File: config.mk
export PLATFORM = sky130hd
export DESIGN_NAME = rtc_cmd_scheduler_flat
export DESIGN_NICKNAME = d
export VERILOG_FILES = /design/src/rtl/rtc_cmd_scheduler_if.sv /design/src/rtl/rtc_cmd_scheduler.sv /design/src/flat_wrapper.sv
export SDC_FILE = /design/constraint.sdc
export NUM_CORES = 1
export LEC_CHECK = 0
export CAP_MARGIN = 20
export CORE_UTILIZATION = 45
export CTS_CLUSTER_DIAMETER = 150
export DETAILED_ROUTE_END_ITERATION = 10
export PLACE_DENSITY = 0.74
export SYNTH_ARGS = -nofsm -noshare
export SYNTH_HDL_FRONTEND = slang
export SYNTH_SLANG_ARGS = --single-unit
File: constraint.sdc
create_clock -name CLK -period 2.7 [get_ports CLK]
set_input_delay 0.54 -clock CLK [delete_from_list [all_inputs] [get_ports CLK]]
set_output_delay 0.54 -clock CLK [all_outputs]
set_load 0.01 [all_outputs]
File: src/rtl/rtc_cmd_scheduler_if.sv
// Byte-transaction bus between the scheduler (master) and the DS1302 engine (slave).
interface rtc_cmd_scheduler_if;
   logic [7:0] Start_Sig;
   logic [7:0] Time_Write_Data;
   logic       Done_Sig;
   logic [7:0] Time_Read_Data;

   modport master (
      output Start_Sig,
      output Time_Write_Data,
      input  Done_Sig,
      input  Time_Read_Data
   );

   modport slave (
      input  Start_Sig,
      input  Time_Write_Data,
      output Done_Sig,
      output Time_Read_Data
   );
endinterface

File: src/rtl/rtc_cmd_scheduler.sv
// Shares one DS1302 byte engine between power-up init, periodic polling and host
// set-time requests; publishes a coherent h/m/s snapshot and guards each command with a watchdog.
module rtc_cmd_scheduler #(
   parameter int unsigned POLL_CYCLES    = 12500000,
   parameter bit          INIT_ENABLE    = 1'b1,
   parameter logic [7:0]  INIT_HOUR      = 8'h12,
   parameter logic [7:0]  INIT_MINUTE    = 8'h22,
   parameter logic [7:0]  INIT_SECOND    = 8'h22,
   parameter int unsigned TIMEOUT_CYCLES = 65535
) (
   input  logic       CLK,
   input  logic       RST,
   input  logic       Set_Req,
   input  logic [7:0] Set_Hour,
   input  logic [7:0] Set_Minute,
   input  logic [7:0] Set_Second,
   output logic       Set_Ack,
   output logic       Set_Err,
   output logic       Set_Done,
   output logic [7:0] Time_Hour,
   output logic [7:0] Time_Minute,
   output logic [7:0] Time_Second,
   output logic       Time_Valid,
   output logic       Busy,
   output logic       Timeout_Err,
   rtc_cmd_scheduler_if.master eng
);

   localparam int PC_W = $clog2(POLL_CYCLES);
   localparam int WD_W = $clog2(TIMEOUT_CYCLES + 1);
   localparam logic [PC_W-1:0] POLL_LAST = PC_W'(POLL_CYCLES - 1);
   localparam logic [WD_W-1:0] WD_LAST   = WD_W'(TIMEOUT_CYCLES - 1);

   localparam logic [3:0] ST_IDLE    = 4'd0;
   localparam logic [3:0] ST_INIT_WP = 4'd1;
   localparam logic [3:0] ST_INIT_H  = 4'd2;
   localparam logic [3:0] ST_INIT_M  = 4'd3;
   localparam logic [3:0] ST_INIT_S  = 4'd4;
   localparam logic [3:0] ST_RD_S    = 4'd5;
   localparam logic [3:0] ST_RD_M    = 4'd6;
   localparam logic [3:0] ST_RD_H    = 4'd7;
   localparam logic [3:0] ST_SET_WP  = 4'd8;
   localparam logic [3:0] ST_SET_H   = 4'd9;
   localparam logic [3:0] ST_SET_M   = 4'd10;
   localparam logic [3:0] ST_SET_S   = 4'd11;

   function automatic logic bcd_in_range(input logic [7:0] v, input logic [7:0] max_v);
      return (v[7:4] <= 4'd9) && (v[3:0] <= 4'd9) && (v <= max_v);
   endfunction

   logic [3:0]      state_r, state_nxt_s;
   logic [7:0]      start_r, start_nxt_s;
   logic [7:0]      wdata_r, wdata_nxt_s;
   logic [WD_W-1:0] wd_r, wd_nxt_s;
   logic [PC_W-1:0] poll_cnt_r, poll_cnt_nxt_s;
   logic            pend_r, pend_nxt_s, pend_clr_s, poll_tick_s;
   logic            ack_r, ack_nxt_s, err_r, err_nxt_s, done_r, done_nxt_s;
   logic            valid_r, valid_nxt_s, tmo_r, tmo_nxt_s, busy_r;
   logic [7:0]      hour_r, hour_nxt_s, min_r, min_nxt_s, sec_r, sec_nxt_s;
   logic [7:0]      sh_sec_r, sh_sec_nxt_s, sh_min_r, sh_min_nxt_s;
   logic [7:0]      cap_h_r, cap_h_nxt_s, cap_m_r, cap_m_nxt_s, cap_s_r, cap_s_nxt_s;
   logic [7:0]      cmd_start_s, cmd_data_s;
   logic [3:0]      cmd_next_s;
   logic            set_ok_s;

   assign set_ok_s = bcd_in_range(Set_Hour, 8'h23) && bcd_in_range(Set_Minute, 8'h59)
                  && bcd_in_range(Set_Second, 8'h59);

   // Command table: engine strobe, write byte and successor for each step state
   always_comb begin
      cmd_start_s = 8'h00;
      cmd_data_s  = 8'h00;
      cmd_next_s  = ST_IDLE;
      case (state_r)
         ST_INIT_WP: begin cmd_start_s = 8'h80; cmd_next_s = INIT_ENABLE ? ST_INIT_H : ST_RD_S; end
         ST_INIT_H:  begin cmd_start_s = 8'h40; cmd_data_s = INIT_HOUR & 8'h7F;   cmd_next_s = ST_INIT_M; end
         ST_INIT_M:  begin cmd_start_s = 8'h20; cmd_data_s = INIT_MINUTE;         cmd_next_s = ST_INIT_S; end
         ST_INIT_S:  begin cmd_start_s = 8'h10; cmd_data_s = INIT_SECOND & 8'h7F; cmd_next_s = ST_RD_S; end
         ST_RD_S:    begin cmd_start_s = 8'h01; cmd_next_s = ST_RD_M; end
         ST_RD_M:    begin cmd_start_s = 8'h02; cmd_next_s = ST_RD_H; end
         ST_RD_H:    begin cmd_start_s = 8'h04; cmd_next_s = ST_IDLE; end
         ST_SET_WP:  begin cmd_start_s = 8'h80; cmd_next_s = ST_SET_H; end
         ST_SET_H:   begin cmd_start_s = 8'h40; cmd_data_s = cap_h_r & 8'h7F; cmd_next_s = ST_SET_M; end
         ST_SET_M:   begin cmd_start_s = 8'h20; cmd_data_s = cap_m_r;         cmd_next_s = ST_SET_S; end
         ST_SET_S:   begin cmd_start_s = 8'h10; cmd_data_s = cap_s_r & 8'h7F; cmd_next_s = ST_RD_S; end
         default:    begin cmd_start_s = 8'h00; cmd_next_s = ST_IDLE; end
      endcase
   end

   // Sequencer: arbitration in IDLE, command issue / completion / watchdog otherwise
   always_comb begin
      state_nxt_s  = state_r;
      start_nxt_s  = start_r;
      wdata_nxt_s  = wdata_r;
      wd_nxt_s     = wd_r;
      ack_nxt_s    = 1'b0;
      err_nxt_s    = 1'b0;
      done_nxt_s   = 1'b0;
      valid_nxt_s  = 1'b0;
      tmo_nxt_s    = 1'b0;
      pend_clr_s   = 1'b0;
      hour_nxt_s   = hour_r;
      min_nxt_s    = min_r;
      sec_nxt_s    = sec_r;
      sh_sec_nxt_s = sh_sec_r;
      sh_min_nxt_s = sh_min_r;
      cap_h_nxt_s  = cap_h_r;
      cap_m_nxt_s  = cap_m_r;
      cap_s_nxt_s  = cap_s_r;
      if (state_r == ST_IDLE) begin
         // ack_r blocks a second acknowledge while the host is still dropping a rejected request
         if (Set_Req && !ack_r) begin
            ack_nxt_s = 1'b1;
            if (set_ok_s) begin
               cap_h_nxt_s = Set_Hour;
               cap_m_nxt_s = Set_Minute;
               cap_s_nxt_s = Set_Second;
               state_nxt_s = ST_SET_WP;
            end else begin
               err_nxt_s = 1'b1;
            end
         end else if (pend_r) begin
            pend_clr_s  = 1'b1;
            state_nxt_s = ST_RD_S;
         end else begin
            state_nxt_s = ST_IDLE;
         end
      end else if (start_r == 8'h00) begin
         start_nxt_s = cmd_start_s;
         wdata_nxt_s = cmd_data_s;
         wd_nxt_s    = {WD_W{1'b0}};
      end else if (eng.Done_Sig) begin
         start_nxt_s = 8'h00;
         state_nxt_s = cmd_next_s;
         case (state_r)
            ST_RD_S: sh_sec_nxt_s = eng.Time_Read_Data;
            ST_RD_M: sh_min_nxt_s = eng.Time_Read_Data;
            ST_RD_H: begin
               hour_nxt_s  = eng.Time_Read_Data;
               min_nxt_s   = sh_min_r;
               sec_nxt_s   = sh_sec_r & 8'h7F;
               valid_nxt_s = 1'b1;
            end
            ST_SET_S: begin
               done_nxt_s = 1'b1;
               pend_clr_s = 1'b1;
            end
            default: pend_clr_s = 1'b0;
         endcase
      end else if (wd_r == WD_LAST) begin
         start_nxt_s = 8'h00;
         tmo_nxt_s   = 1'b1;
         state_nxt_s = ST_IDLE;
      end else begin
         wd_nxt_s = wd_r + {{(WD_W-1){1'b0}}, 1'b1};
      end
   end

   // Free-running poll timer; a tick outranks a same-cycle clear so no tick is lost
   always_comb begin
      poll_tick_s = (poll_cnt_r == POLL_LAST);
      if (poll_tick_s) begin
         poll_cnt_nxt_s = {PC_W{1'b0}};
         pend_nxt_s     = 1'b1;
      end else begin
         poll_cnt_nxt_s = poll_cnt_r + {{(PC_W-1){1'b0}}, 1'b1};
         pend_nxt_s     = pend_r & ~pend_clr_s;
      end
   end

   // State and output registers with synchronous reset
   always_ff @(posedge CLK) begin
      if (RST) begin
         state_r    <= ST_INIT_WP;
         start_r    <= 8'h00;
         wdata_r    <= 8'h00;
         wd_r       <= {WD_W{1'b0}};
         poll_cnt_r <= {PC_W{1'b0}};
         pend_r     <= 1'b0;
         ack_r      <= 1'b0;
         err_r      <= 1'b0;
         done_r     <= 1'b0;
         valid_r    <= 1'b0;
         tmo_r      <= 1'b0;
         busy_r     <= 1'b1;
         hour_r     <= 8'h00;
         min_r      <= 8'h00;
         sec_r      <= 8'h00;
         sh_sec_r   <= 8'h00;
         sh_min_r   <= 8'h00;
         cap_h_r    <= 8'h00;
         cap_m_r    <= 8'h00;
         cap_s_r    <= 8'h00;
      end else begin
         state_r    <= state_nxt_s;
         start_r    <= start_nxt_s;
         wdata_r    <= wdata_nxt_s;
         wd_r       <= wd_nxt_s;
         poll_cnt_r <= poll_cnt_nxt_s;
         pend_r     <= pend_nxt_s;
         ack_r      <= ack_nxt_s;
         err_r      <= err_nxt_s;
         done_r     <= done_nxt_s;
         valid_r    <= valid_nxt_s;
         tmo_r      <= tmo_nxt_s;
         busy_r     <= (state_nxt_s != ST_IDLE);
         hour_r     <= hour_nxt_s;
         min_r      <= min_nxt_s;
         sec_r      <= sec_nxt_s;
         sh_sec_r   <= sh_sec_nxt_s;
         sh_min_r   <= sh_min_nxt_s;
         cap_h_r    <= cap_h_nxt_s;
         cap_m_r    <= cap_m_nxt_s;
         cap_s_r    <= cap_s_nxt_s;
      end
   end

   assign eng.Start_Sig       = start_r;
   assign eng.Time_Write_Data = wdata_r;
   assign Set_Ack     = ack_r;
   assign Set_Err     = err_r;
   assign Set_Done    = done_r;
   assign Time_Hour   = hour_r;
   assign Time_Minute = min_r;
   assign Time_Second = sec_r;
   assign Time_Valid  = valid_r;
   assign Busy        = busy_r;
   assign Timeout_Err = tmo_r;

endmodule

File: src/flat_wrapper.sv
// flat-port wrapper written by rule: the top's interface ports become plain ports
module rtc_cmd_scheduler_flat 
#(
   parameter int unsigned POLL_CYCLES    = 12500000,
   parameter bit          INIT_ENABLE    = 1'b1,
   parameter logic [7:0]  INIT_HOUR      = 8'h12,
   parameter logic [7:0]  INIT_MINUTE    = 8'h22,
   parameter logic [7:0]  INIT_SECOND    = 8'h22,
   parameter int unsigned TIMEOUT_CYCLES = 65535
)
  (CLK, RST, Set_Req, Set_Hour, Set_Minute, Set_Second, Set_Ack, Set_Err, Set_Done, Time_Hour, Time_Minute, Time_Second, Time_Valid, Busy, Timeout_Err, eng_Start_Sig, eng_Time_Write_Data, eng_Done_Sig, eng_Time_Read_Data);
  rtc_cmd_scheduler_if eng_i ();
  input  logic CLK;
  input  logic RST;
  input  logic Set_Req;
  input  logic [7:0] Set_Hour;
  input  logic [7:0] Set_Minute;
  input  logic [7:0] Set_Second;
  output logic Set_Ack;
  output logic Set_Err;
  output logic Set_Done;
  output logic [7:0] Time_Hour;
  output logic [7:0] Time_Minute;
  output logic [7:0] Time_Second;
  output logic Time_Valid;
  output logic Busy;
  output logic Timeout_Err;
  output wire logic [$bits(eng_i.Start_Sig)-1:0] eng_Start_Sig;
  output wire logic [$bits(eng_i.Time_Write_Data)-1:0] eng_Time_Write_Data;
  input wire logic [$bits(eng_i.Done_Sig)-1:0] eng_Done_Sig;
  input wire logic [$bits(eng_i.Time_Read_Data)-1:0] eng_Time_Read_Data;
  assign eng_Start_Sig = eng_i.Start_Sig;
  assign eng_Time_Write_Data = eng_i.Time_Write_Data;
  assign eng_i.Done_Sig = eng_Done_Sig;
  assign eng_i.Time_Read_Data = eng_Time_Read_Data;
  rtc_cmd_scheduler #(.POLL_CYCLES(POLL_CYCLES), .INIT_ENABLE(INIT_ENABLE), .INIT_HOUR(INIT_HOUR), .INIT_MINUTE(INIT_MINUTE), .INIT_SECOND(INIT_SECOND), .TIMEOUT_CYCLES(TIMEOUT_CYCLES)) u_core (.CLK(CLK), .RST(RST), .Set_Req(Set_Req), .Set_Hour(Set_Hour), .Set_Minute(Set_Minute), .Set_Second(Set_Second), .Set_Ack(Set_Ack), .Set_Err(Set_Err), .Set_Done(Set_Done), .Time_Hour(Time_Hour), .Time_Minute(Time_Minute), .Time_Second(Time_Second), .Time_Valid(Time_Valid), .Busy(Busy), .Timeout_Err(Timeout_Err), .eng(eng_i));
endmodule
# == Yosys cells after proc, flatten, opt, wreduce, memory -nomap -nowiden ==
# Index checks and enable logic that the tools add are counted.
# classes
reduce_logical,32
add_sub_neg,2
muxes,27
magnitude_cmp,9
n_eq_ne,15
n_bitwise,6
# op_table
op,count
$pmux 8 s7,1
$mux 16,3
$pmux 8 s5,1
$pmux 4 s9,1
$add 24x1->24 const B,1
$eq 24x24->1 const B,1
$le 4x4->1 const B,6
$mux 4,6
$mux 8,3
$add 16x1->16 const B,1
$eq 16x16->1 const B,1
$eq 4x3->1 const B,4
$eq 4x4->1 const B,4
$le 8x7->1 const B,2
$reduce_or 2->1,8
$reduce_and 4->1,3
$mux 1,11
$logic_and 1x1->1,9
$eq 4x2->1 const B,2
$le 8x6->1 const B,1
$logic_not 8->1,1
$reduce_or 4->1,2
$reduce_and 3->1,2
$not 1->1,5
10 further kinds,12
# word_totals
inputBits,36
word_cells,111
regBits,127

# == Logic depth before layout (Yosys ltp) ==
# depth
ltp_word,9
mapped_depth,8
ltp_nobuf,7

# == Worst setup path before layout ==
# Ideal clock, no wire load.
# synth_path
path_kind,register to register
from,"reg u_core.start_r[2], in the netlist u_core.eng.Start_Sig[2]"
to,reg u_core.wd_r[3]
setup_slack_ns,0.651
required_time_ns,2.583
arrival_time_ns,1.932
setup_time_ns,0.117
path_stages_with_launch,8
path_cell_list,dfxtp_1 -> or4_4 -> or4_1 -> buf_6 -> buf_8 -> a211oi_2 -> xnor2_1 -> nor2_2
# synth_between
elab_chain_cells,3
# synth_lines
element,line_no,rtl
from (decl),rtc_cmd_scheduler.sv:52,"logic [7:0] start_r, start_nxt_s;"
from (signal assigned),rtc_cmd_scheduler.sv:196,start_r <= start_nxt_s;
$logic_not 8->1 (*),rtc_cmd_scheduler.sv:128,end else if (start_r == 8'h00) begin
$ne 2x1->1 (no source line),n/a,
$reduce_and 3->1 (no source line),n/a,
to (signal assigned),rtc_cmd_scheduler.sv:177,wd_r <= {WD_W{1'b0}};
to (signal assigned),rtc_cmd_scheduler.sv:198,wd_r <= wd_nxt_s;
to (decl),rtc_cmd_scheduler.sv:54,"logic [WD_W-1:0] wd_r, wd_nxt_s;"
# Every way passes the cells marked *; elsewhere a longest branch is shown, timed or not.
# A chain may end at the register's enable or synchronous reset.

# == Worst setup path in the final report ==
# layout_path
from,"reg u_core.start_r[2], in the netlist u_core.eng.Start_Sig[2]"
to,"reg u_core.busy_r, in the netlist u_core.Busy"
# layout_between
elab_chain_cells,4
# layout_lines
element,line_no,rtl
$logic_not 8->1,rtc_cmd_scheduler.sv:128,
$mux 4,rtc_cmd_scheduler.sv:128,
$mux 4,rtc_cmd_scheduler.sv:110,if (state_r == ST_IDLE) begin
$reduce_bool 4->1,rtc_cmd_scheduler.sv:206,busy_r <= (state_nxt_s != ST_IDLE);
to (signal assigned),rtc_cmd_scheduler.sv:206,
to (decl),rtc_cmd_scheduler.sv:58,"logic valid_r, valid_nxt_s, tmo_r, tmo_nxt_s, busy_r;"
# No other way between the ends.

==> metrics <==
outcome finished, violations left; violated checks design-rule violations; num rows 39; Distinct cells, synth 62; CP max FO 14; DRT iter0 DRCs between 150 and 200; Routed WL per cell roughly 15 um; die area around 12,000 um2; Crit. End Element flop; first-pass GRT wire length 21,500 um; Final GP Congestion roughly 0.84; Clk Latency, worst-skew pair approximately 0.42 ns; RSZ-0062 raised after global routing false; total grt overflow 0; Die H roughly 110 um; Num CTS Buffers 17; ant diodes 0; max-cap viol count 0; slowest CP cell or4_1; vias per cell approximately 5.4; routed via count 4,560; DP Wirelength slightly below 9000 um; drt total wl 12,800 um; Post-CTS Setup Bufs 0; top_reg_cell synth dfxtp_1; Seq cells post-synth about 130; pwr dens a little under 700 nW/um2; IO Pins just over 80; Setup crit start kind flop; post-CTS sizing 0; area share of the largest cell type after synthesis 46.9%; Port Buf Inserts 79; Final #Nets 726; clk_skew between 0.006 and 0.007 ns; Synth Instances roughly 600; fin crit share 89.0%; worst min path class flop to flop; reg-to-reg critical path endpoint u_core.Busy; initial antenna violation count 0; CP required 2.98 ns; All-Layer GR Usage 21.5%; worst hold margin approximately 0.44 ns; synth top area cells dfxtp_1 (47%), mux2i_1 (7.1%), nor2_1 (5.9%); P&R area growth vs syn 29.1%; Antenna Nets Post-Route 0; residual DRC count 15; Post-synth EDFFs 0; hold path cells 2; crit path DAT 2.68 ns; layout cells sized above 1 a little over a tenth; asr flop ratio synth 0%; Leak about 2.4 nW; clk buf depth 2; Syn. warnings 0; CTS tree done; clock root cell clkbuf_16; post-synthesis average cell area around 8.9 um2; worst hold endpoint u_core.eng.Time_Write_Data[7]; register area share after synthesis between 40% and 50%; VDD IR max approximately 0.52 mV; die width between 100 and 150 um; CTS Sinks 126; CORE AREA roughly 12,000 um2; Worst-path clk slew approximately 0.060 ns; Initial DRT Pass Iterations 8; Reg2Reg Depth 4; slowest stage delay, CP ~0.77 ns; crit-path cells or4_4 -> or4_1 -> a221oi_1 -> nand4_1; Final Max Slew Viols 0; fillers about 990; H-tree depth 4; slew of the pin with the lowest slew margin between 0.8 and 0.9 ns; Post-CTS Hold Buffers 0; synthesized cell area about 5400 um2; Reg area between 2000 and 3000 um2; initial core utilization between 40% and 50%; largest area contributor in the synthesized netlist dfxtp_1; area of the multi-input gates 2680 um2; hold path start u_core.eng.Time_Write_Data[7]; Setup violations, final 0; f_max 416 MHz; vias in the first global route between 4,000 and 5,000; FF-to-FF setup slack between 0.2 and 0.3 ns; CP Class flop to flop; Rel. slew slack about 45%; Final min period 2.40 ns; setup tns final 0 ns; reg-to-reg startpoint u_core.eng.Start_Sig[2]; final hold vios 0; largest net degree at the start of global routing 45
-- synthesized netlist by cell type (2+ instances only) --
cell type / instances
mux2_2: 5
nand4_1: 15
nor2_2: 3
o2111ai_1: 2
a2bb2oi_1: 2
buf_4: 2
inv_1: 5
o21ai_1: 9
or4_1: 4
buf_1: 2
nor2_1: 84
xor2_1: 24
o211ai_1: 3
nor3b_1: 4
mux2i_1: 38
a21oi_1: 43
nor3_1: 8
o31ai_1: 2
a32o_1: 4
and2_1: 4
nand2b_1: 3
ha_1: 3
a211oi_2: 2
nand2_1: 78
a31oi_1: 2
and4_1: 7
a21o_1: 2
buf_2: 8
dfxtp_1: 126
or3_1: 4
xnor2_1: 7
nor4_1: 6
or3b_2: 2
clkbuf_1: 25
a22oi_1: 5
and3_1: 6
o21ai_0: 15
nor2b_1: 2
nand3_1: 19
-- stage by stage --
step	power (mW)	utilization [%]	setup WS (ns)	std cells	area [um2]
2_1_floorplan	2.33	-	0.651	609	5390
3_3_place_gp	2.50	55.0	0.306	811	6340
3_5_place_dp	2.52	55.0	0.256	811	6340
4_1_cts	4.85	60.3	0.321	843	6950
5_1_grt	4.99	60.3	0.174	843	6950
6_report	4.83	60.3	0.297	843	6950
-- routing by layer --
metal  track usage, %  up-vias  part of all wire (%)  routed length (um)
met5                0        -                     0                   0
met4             9.55        0                   1.8                 236
met3             5.12       22                   4.4                 563
met2             36.0      101                    49                6210
met1             26.3     2162                    45                5760
li1                 -     2275                     -                   -
-- worst max path at each step --
| stage | start | endpoint | slack [ns] |
|---|---|---|---|
| after floorplan | u_core.eng.Start_Sig[2] | u_core.wd_r[3] | 0.65 |
| after global placement | eng_Done_Sig | u_core.wd_r[5] | 0.31 |
| after detailed placement | eng_Done_Sig | u_core.wd_r[5] | 0.26 |
| after CTS | u_core.eng.Start_Sig[2] | u_core.Busy | 0.32 |
| after global routing | u_core.wd_r[0] | u_core.wd_r[5] | 0.17 |
| final | u_core.eng.Start_Sig[2] | u_core.Busy | 0.30 |
-- layout make-up --
cell class	instances	area share, %
Multi-Input combinational cell	439	38.5
Sequential cell	126	36.3
Timing Repair Buffer	98	13.5
Clock buffer	22	6.82
Tap cell	143	2.57
Clock inverter	10	1.96
Inverter	5	0.270
-- registers in the layout, summed over array words and instances, names as in the netlist, 7 cells and up --
register	flops
u_core.cap_s_r	7
u_core.cap_h_r	7
u_core.wd_r	16
u_core.Time_Second	7
u_core.Time_Minute	8
u_core.eng.Time_Write_Data	8
u_core.Time_Hour	8
u_core.poll_cnt_r	24
u_core.sh_min_r	8
u_core.sh_sec_r	7
u_core.cap_m_r	8
u_core.eng.Start_Sig	7
-- critical path: cells and delay by family, from the launching register on --
kind / cells / cell delay [ns]
flops: 1 / 0.32
compound gates: 1 / 0.49
simple gates: 3 / 1.46
-- logic make-up (layout without fill, tap and decap cells) --
family	Yosys count	in the layout	share of synthesized area, %
AO/OA/AOI/OAI	102	102	12.3
XOR/XNOR	31	31	5.05
adder cells (fa/ha/maj)	3	3	0.698
buffers and inverters	44	135	3.74
flip-flops	126	126	46.9
multiplexers	43	43	8.11
other	1	2	0.0697
AND/OR/NAND/NOR	258	258	23.2
-- power by group --
group / switching [mW] / total (mW) / internal [mW] / leakage [nW]
Clock: 0.815 / 2.33 / 1.52 / 0.292
Sequential: 0.0457 / 1.94 / 1.89 / 1.02
Combinational: 0.347 / 0.560 / 0.213 / 1.09
-- cells in the final DEF (no fill, tap or decap), types with 6 or more instances in the layout --
cell type and count:
xnor2_1 7, nand4_1 15, clkdlybuf4s50_1 78, nor3_1 7, nand2_1 78, a21oi_1 43
mux2i_1 38, o21ai_0 15, dfxtp_1 126, nor4_1 6, and3_1 6, clkbuf_16 17
and4_1 7, nand3_1 19, o21ai_1 9, buf_4 18, nor2_1 84, xor2_1 24
(Power assumes the default switching activity.)
